## config.mk

```make
export PLATFORM = sky130hd
export DESIGN_NAME = boule_rouge_ctrl_flat
export DESIGN_NICKNAME = d
export VERILOG_FILES = /design/src/rtl/boule_rouge_ctrl_if.sv /design/src/rtl/boule_rouge_ctrl.sv /design/src/flat_wrapper.sv
export SDC_FILE = /design/constraint.sdc
export NUM_CORES = 1
export LEC_CHECK = 0
export ABC_CLOCK_PERIOD_IN_PS = 4000
export CORE_MARGIN = 4
export CORE_UTILIZATION = 45
export DETAILED_ROUTE_END_ITERATION = 16
export GPL_TIMING_DRIVEN = 0
export MAX_ROUTING_LAYER = met4
export PLACE_DENSITY_LB_ADDON = 0.12
export SLEW_MARGIN = 20
export SYNTH_ARGS = -nofsm -noshare
export SYNTH_HDL_FRONTEND = slang
export SYNTH_SLANG_ARGS = --single-unit
```

## constraint.sdc

```tcl
create_clock -name clk -period 4 [get_ports clk]
set_input_delay 0.8 -clock clk [delete_from_list [all_inputs] [get_ports clk]]
set_output_delay 0.8 -clock clk [all_outputs]
set_load 0.02 [all_outputs]
```

## src/rtl/boule_rouge_ctrl_if.sv

```systemverilog
// Red-ball layer link: spawn request/pattern/position out, move/end status back.
interface boule_rouge_ctrl_if;
  logic        e_enable_br;
  logic [5:0]  e_move_br;
  logic [20:0] e_XY0_br;
  logic        done_move_br;
  logic        br_end;

  // Controller side drives the spawn request and consumes layer status.
  modport master (
    output e_enable_br,
    output e_move_br,
    output e_XY0_br,
    input  done_move_br,
    input  br_end
  );

  // Ball layer side.
  modport slave (
    input  e_enable_br,
    input  e_move_br,
    input  e_XY0_br,
    output done_move_br,
    output br_end
  );
endinterface

```

## src/rtl/boule_rouge_ctrl.sv

```systemverilog
// Red ball spawn and tracking controller: schedules spawns, picks start cube and
// move pattern from an LFSR, follows the ball cube by cube on the pyramid.
module boule_rouge_ctrl #(
  parameter logic [31:0] SPAWN_DELAY = 32'd50_000_000,
  parameter logic [15:0] LFSR_SEED   = 16'hACE1
) (
  input  logic                  clk,
  input  logic                  reset,
  input  logic                  e_start_qb,
  input  logic                  e_pause_qb,
  input  logic                  e_resume_qb,
  input  logic                  freeze_power,
  input  logic [20:0]           e_XY_c2,
  input  logic [20:0]           e_XY_c3,
  boule_rouge_ctrl_if.master    br,
  output logic [4:0]            br_cube,
  output logic [2:0]            br_row,
  output logic                  br_active,
  output logic [7:0]            spawn_cnt
);

  localparam int unsigned CNT_W  = 32;
  localparam int unsigned LFSR_W = 16;
  localparam int unsigned MOVE_W = 6;
  localparam int unsigned XY_W   = 21;
  localparam int unsigned CUBE_W = 5;
  localparam int unsigned ROW_W  = 3;
  localparam int unsigned IDX_W  = 3;
  localparam int unsigned SCNT_W = 8;

  // An all-zero seed would lock the LFSR, so fall back to the default seed.
  localparam logic [LFSR_W-1:0] SEED     = (LFSR_SEED == 16'd0) ? 16'hACE1 : LFSR_SEED;
  localparam logic [CNT_W-1:0]  DLY_LAST = SPAWN_DELAY - 32'd1;
  localparam logic [IDX_W-1:0]  IDX_LAST = IDX_W'(MOVE_W - 1);
  localparam logic [ROW_W-1:0]  ROW_LAST = 3'd7;

  typedef enum logic [2:0] {
    S_IDLE,
    S_WAIT,
    S_SPAWN,
    S_TRACK,
    S_DRAIN,
    S_PAUSE
  } state_t;

  state_t state, state_nxt;
  state_t saved, saved_nxt;

  logic [LFSR_W-1:0] lfsr, lfsr_nxt;
  logic [CNT_W-1:0]  dly_cnt, dly_cnt_nxt;
  logic              enable_q, enable_nxt;
  logic [MOVE_W-1:0] move_q, move_nxt;
  logic [XY_W-1:0]   xy0_q, xy0_nxt;
  logic [CUBE_W-1:0] cube_q, cube_nxt;
  logic [ROW_W-1:0]  row_q, row_nxt;
  logic              active_q, active_nxt;
  logic [SCNT_W-1:0] scnt_q, scnt_nxt;
  logic [CUBE_W-1:0] start_cube, start_cube_nxt;
  logic [IDX_W-1:0]  move_idx, move_idx_nxt;

  logic done_q1, done_q2, end_q1, end_q2;
  logic done_rise, end_rise;
  logic lfsr_fb;
  logic move_bit;
  logic [CUBE_W-1:0] cube_step;

  assign br.e_enable_br = enable_q;
  assign br.e_move_br   = move_q;
  assign br.e_XY0_br    = xy0_q;
  assign br_cube        = cube_q;
  assign br_row         = row_q;
  assign br_active      = active_q;
  assign spawn_cnt      = scnt_q;

  assign done_rise = done_q1 & ~done_q2;
  assign end_rise  = end_q1 & ~end_q2;
  assign lfsr_fb   = lfsr[15] ^ lfsr[13] ^ lfsr[12] ^ lfsr[10];
  assign move_bit  = move_q[move_idx];
  assign cube_step = cube_q + CUBE_W'(row_q) + CUBE_W'(move_bit);

  // Layer status sampling; the delayed copy turns levels into rise events.
  always_ff @(posedge clk or posedge reset) begin
    if (reset) begin
      done_q1 <= 1'b0;
      done_q2 <= 1'b0;
      end_q1  <= 1'b0;
      end_q2  <= 1'b0;
    end else begin
      done_q1 <= br.done_move_br;
      done_q2 <= done_q1;
      end_q1  <= br.br_end;
      end_q2  <= end_q1;
    end
  end

  // State register.
  always_ff @(posedge clk or posedge reset) begin
    if (reset) begin
      state <= S_IDLE;
      saved <= S_IDLE;
    end else begin
      state <= state_nxt;
      saved <= saved_nxt;
    end
  end

  // Next state and next register values; priority start > pause > end > done.
  always_comb begin
    state_nxt      = state;
    saved_nxt      = saved;
    lfsr_nxt       = (state == S_PAUSE) ? lfsr : {lfsr[LFSR_W-2:0], lfsr_fb};
    dly_cnt_nxt    = dly_cnt;
    enable_nxt     = enable_q;
    move_nxt       = move_q;
    xy0_nxt        = xy0_q;
    cube_nxt       = cube_q;
    row_nxt        = row_q;
    active_nxt     = active_q;
    scnt_nxt       = scnt_q;
    start_cube_nxt = start_cube;
    move_idx_nxt   = move_idx;

    if (e_start_qb) begin
      state_nxt    = S_WAIT;
      dly_cnt_nxt  = '0;
      scnt_nxt     = '0;
      cube_nxt     = '0;
      row_nxt      = '0;
      active_nxt   = 1'b0;
      enable_nxt   = 1'b0;
      move_idx_nxt = '0;
    end else if (e_pause_qb && (state != S_IDLE) && (state != S_PAUSE)) begin
      saved_nxt = state;
      state_nxt = S_PAUSE;
    end else begin
      case (state)
        S_IDLE: begin
        end

        S_WAIT: begin
          if (!freeze_power) begin
            if (dly_cnt == DLY_LAST) begin
              dly_cnt_nxt    = '0;
              move_nxt       = lfsr[MOVE_W-1:0];
              xy0_nxt        = lfsr[6] ? e_XY_c3 : e_XY_c2;
              start_cube_nxt = lfsr[6] ? 5'd3 : 5'd2;
              enable_nxt     = 1'b1;
              active_nxt     = 1'b1;
              scnt_nxt       = scnt_q + 8'd1;
              state_nxt      = S_SPAWN;
            end else begin
              dly_cnt_nxt = dly_cnt + 32'd1;
            end
          end
        end

        S_SPAWN, S_TRACK, S_DRAIN: begin
          if (end_rise) begin
            // Any end (normal, KO, screen clear) restarts the spawn delay.
            active_nxt   = 1'b0;
            cube_nxt     = '0;
            row_nxt      = '0;
            enable_nxt   = 1'b0;
            dly_cnt_nxt  = '0;
            move_idx_nxt = '0;
            state_nxt    = S_WAIT;
          end else if (done_rise) begin
            if (state == S_SPAWN) begin
              enable_nxt   = 1'b0;
              cube_nxt     = start_cube;
              row_nxt      = 3'd2;
              move_idx_nxt = '0;
              state_nxt    = S_TRACK;
            end else if (state == S_TRACK) begin
              if (row_q == ROW_LAST) begin
                cube_nxt = '0;
                row_nxt  = '0;
              end else begin
                cube_nxt = cube_step;
                row_nxt  = row_q + 3'd1;
              end
              move_idx_nxt = move_idx + 3'd1;
              if (move_idx == IDX_LAST) begin
                state_nxt = S_DRAIN;
              end
            end
          end
        end

        S_PAUSE: begin
          if (e_resume_qb) begin
            state_nxt = saved;
          end
        end

        default: begin
          state_nxt = S_IDLE;
        end
      endcase
    end
  end

  // Datapath and output registers.
  always_ff @(posedge clk or posedge reset) begin
    if (reset) begin
      lfsr       <= SEED;
      dly_cnt    <= '0;
      enable_q   <= 1'b0;
      move_q     <= '0;
      xy0_q      <= '0;
      cube_q     <= '0;
      row_q      <= '0;
      active_q   <= 1'b0;
      scnt_q     <= '0;
      start_cube <= '0;
      move_idx   <= '0;
    end else begin
      lfsr       <= lfsr_nxt;
      dly_cnt    <= dly_cnt_nxt;
      enable_q   <= enable_nxt;
      move_q     <= move_nxt;
      xy0_q      <= xy0_nxt;
      cube_q     <= cube_nxt;
      row_q      <= row_nxt;
      active_q   <= active_nxt;
      scnt_q     <= scnt_nxt;
      start_cube <= start_cube_nxt;
      move_idx   <= move_idx_nxt;
    end
  end

endmodule
```

## src/flat_wrapper.sv

```systemverilog
// flat-port wrapper written by rule: the top's interface ports become plain ports
module boule_rouge_ctrl_flat 
#(
  parameter logic [31:0] SPAWN_DELAY = 32'd50_000_000,
  parameter logic [15:0] LFSR_SEED   = 16'hACE1
)
  (clk, reset, e_start_qb, e_pause_qb, e_resume_qb, freeze_power, e_XY_c2, e_XY_c3, br_cube, br_row, br_active, spawn_cnt, br_e_enable_br, br_e_move_br, br_e_XY0_br, br_done_move_br, br_br_end);
  boule_rouge_ctrl_if br_i ();
  input  logic clk;
  input  logic reset;
  input  logic e_start_qb;
  input  logic e_pause_qb;
  input  logic e_resume_qb;
  input  logic freeze_power;
  input  logic [20:0] e_XY_c2;
  input  logic [20:0] e_XY_c3;
  output logic [4:0] br_cube;
  output logic [2:0] br_row;
  output logic br_active;
  output logic [7:0] spawn_cnt;
  output wire logic [$bits(br_i.e_enable_br)-1:0] br_e_enable_br;
  output wire logic [$bits(br_i.e_move_br)-1:0] br_e_move_br;
  output wire logic [$bits(br_i.e_XY0_br)-1:0] br_e_XY0_br;
  input wire logic [$bits(br_i.done_move_br)-1:0] br_done_move_br;
  input wire logic [$bits(br_i.br_end)-1:0] br_br_end;
  assign br_e_enable_br = br_i.e_enable_br;
  assign br_e_move_br = br_i.e_move_br;
  assign br_e_XY0_br = br_i.e_XY0_br;
  assign br_i.done_move_br = br_done_move_br;
  assign br_i.br_end = br_br_end;
  boule_rouge_ctrl #(.SPAWN_DELAY(SPAWN_DELAY), .LFSR_SEED(LFSR_SEED)) u_core (.clk(clk), .reset(reset), .e_start_qb(e_start_qb), .e_pause_qb(e_pause_qb), .e_resume_qb(e_resume_qb), .freeze_power(freeze_power), .e_XY_c2(e_XY_c2), .e_XY_c3(e_XY_c3), .br(br_i), .br_cube(br_cube), .br_row(br_row), .br_active(br_active), .spawn_cnt(spawn_cnt));
endmodule
```

==> impl_metrics.tcl <==
set metrics [dict create \
    grt_max_degree 74 \
    syn_inst 539 \
    fmax_mhz 354 \
    antenna_found_initial 0 \
    ys_warn_count 0 \
    synth_ff_type "dfrtp_1" \
    ir_drop_mv 0.246 \
    start_util_pct 46.0 \
    critPathBufInv 2 \
    clock_path_buffers 2 \
    cts_hold_buf 0 \
    io_pins 95 \
    cts-root-buf "clkbuf_16" \
    grt_overflow 0 \
    postSynthAreaPerCell_sq_um 10.3 \
    max_stage_delay_ns 0.70 \
    grtUsageTotal_pct 19.4 \
    firstDrtPassIters 6 \
    diodes 0 \
    clock_latency_ns 0.36 \
    ys_async_sr_fraction_pct 100 \
    nets 704 \
    power_per_cell_area_nw_per_um2 437 \
    relSlewSlack_pct 36.8 \
    finalCritPeriodShare_pct 70.6 \
    syn-num-nets 599 \
    cp_cell_sequence "clkdlybuf4s50_1 > or4b_2 > nor3_1 > nand4_1 > buf_2 > mux2_2" \
    worst_pin_slew_ns 0.924 \
    holdWs_ns 0.426 \
    synth_top_area_share_pct 45.1 \
    ys_ff_latch 108 \
    whs_endpoint "u_core.done_q2$_DFF_PP0_" \
    r2r_slack_ns 1.34 \
    reg2reg_to "u_core.br_cube[4]$_DFFE_PP0P_" \
    crit_arrival_ns 3.07 \
    post-synth-top-area-cell "dfrtp_1" \
    post_cts_buffers 0 \
    synth-edff-count 0 \
    total_power_uw 3070 \
    reg2regPathDepth 10 \
    cts_buffers 9 \
    grt_pass1_wl_microns 21900 \
    hold_depth 0 \
    worstSetupEndpointType "register" \
    drv_slew 0 \
    fin_util_pct 58.2 \
    regToRegStartpoint "u_core.move_idx[0]$_DFFE_PP0P_" \
    placed_cells 801 \
    tritoncts "yes" \
    synthTopCellsByArea "dfrtp_1, mux2_2, o21ai_0" \
    post-synth-top-count-cell "dfrtp_1" \
    vias_per_cell 5.50 \
    hpwl_microns 9320 \
    worstPathRequired_ns 4.25 \
    setup_violations 0 \
    ys_seq_area_share_pct 48.8 \
    min_from "u_core.done_q1$_DFF_PP0_" \
    drtAntennaViolNets 0 \
    hold_class "reg -> reg" \
    drc_errors 0 \
    crit_path_top_delay_cell "or4b_2" \
    rsz0062_at_grt "false" \
    netlist_top_cells_count "dfrtp_1, nand2_1, o21ai_0, a21oi_1, mux2_2" \
    min_period_ns 2.82 \
    port_buffers 93 \
    syn_area_sq_um 5550 \
    area_growth_pct 26.4 \
    cp_num_cells 6 \
    outcome "completed" \
    wl_per_cell_microns 15.7 \
    drive_gt1_share_pct 12.2 \
    layoutNonFillerInstCount 817 \
    drv_cap 0 \
    cts.clk_slew.worst_paths_ns 0.07 \
    startpoint_type "primary input" \
    clock_sinks 108 \
    p_leak_uw 0.00286 \
    path_class "in -> reg" \
    vias 4493 \
    htree_levels 3 \
    cts-resized-gates 0 \
    gp_congestion 0.906 \
    dieArea_sq_um 14200 \
    worst_clock_skew_ns 0.00493 \
    fp.dieW_microns 119 \
    grt_pass1_vias 4466 \
    fp-row-count 40 \
    cp_max_fo 10 \
    hold_viol 0 \
    drtIter0Drc 314 \
    totalWireLength_microns 12800 \
    core_area_sq_um 12100 \
    cp_top_family "simple AND/OR/NAND/NOR gates" \
    ys_types 60 \
    die_h_microns 119 \
]
[cell type report]
type                    instances  area, sq um
clock inverters                 5         61.3
plain buffers                  27          120
multi-input cells             389         2670
inverters                      15         61.3
repair buffers                 94          958
flip-flops and latches        108         2710
clock buffers                  11          233
well taps                     168          210
fillers                      1087         5040
[per-layer routing]
layer  vias to the layer above  track usage, %  wire, microns
met5                         -               -              0
met4                         0            4.27            118
met3                        13            6.41            798
met2                       119            29.4           5940
met1                      2171            25.5           5960
li1                       2190               -              -
[registers in the layout (all words and copies together), names as in the netlist, 3 cells and up]
name,flops
u_core.br.e_XY0_br,21
u_core.br.e_move_br,6
u_core.br_cube,5
u_core.br_row,3
u_core.dly_cnt,32
u_core.lfsr,16
u_core.move_idx,3
u_core.saved,3
u_core.spawn_cnt,8
u_core.state,3
[power breakdown]
group	internal (uW)	switching, uW	leakage [uW]
Sequential	1260	94.3	0.00144
Combinational	397	405	0.00128
Clock	491	420	0.000144
Total	2150	920	0.00286
[kinds of logic (layout without fill, tap and decap cells)]
family	count (synthesis)	after routing	share of synthesized area [%]
adders and majority gates	10	10	2.52
xor gates and xnor gates	10	10	1.58
and+or+nand+nor	175	175	18.2
AOI/OAI and AO/OA	139	139	14.8
buffers and inverters	42	152	3.18
DFF	108	108	48.8
muxes	55	55	10.8
[cells in the final DEF, fill, tap and decap left out, types with 4 or more instances in the layout]
cell type        count
a21oi_1             42
nand2b_1             5
mux2i_1             23
clkbuf_16            9
a21o_1               5
nor2_1              23
o21ai_0             50
buf_2                9
inv_1               14
o31ai_1             20
ha_1                 8
and3_1               4
clkbuf_1            18
xnor2_1              5
nand2_1             51
nor2b_1              6
or3_1               15
mux2_2              30
nand3_1             16
dfstp_2              8
or4_1               18
xor2_1               5
dfrtp_1            100
nand4_1              7
clkdlybuf4s50_1     93
[worst register-to-register path: cells and delay by family (launching register included)]
family                     cells  cell delay [ns]
and+or+nand+nor                3             0.29
muxes                          1             0.53
adders and majority gates      2             0.84
AOI/OAI and AO/OA              4             0.44
DFF                            1             0.49
[worst max-delay path by stage]
stage | start | to | slack, ns
CTS | e_start_qb | u_core.br.e_move_br[4]$_DFFE_PP0P_ | 1.19
global placement | reset | u_core.br.e_XY0_br[17]$_DFFE_PP0P_ | -1.30
detailed placement | e_start_qb | u_core.br.e_move_br[4]$_DFFE_PP0P_ | 0.81
floorplan | reset | u_core.br.e_XY0_br[0]$_DFFE_PP0P_ | 0.37
global route | e_start_qb | u_core.dly_cnt[31]$_DFFE_PP0P_ | 1.05
finish | e_start_qb | u_core.br.e_move_br[4]$_DFFE_PP0P_ | 1.18
[through the flow]
step / area (sq um) / worst slack [ns] / TNS, ns
2_1_floorplan: 5550 / 0.368 / 0
3_3_place_gp: 6700 / -1.30 / -131.21
3_5_place_dp: 6730 / 0.811 / 0
4_1_cts: 7020 / 1.19 / 0
5_1_grt: 7020 / 1.05 / 0
6_report: 7020 / 1.18 / 0
Power figures use the tool's default switching activity.
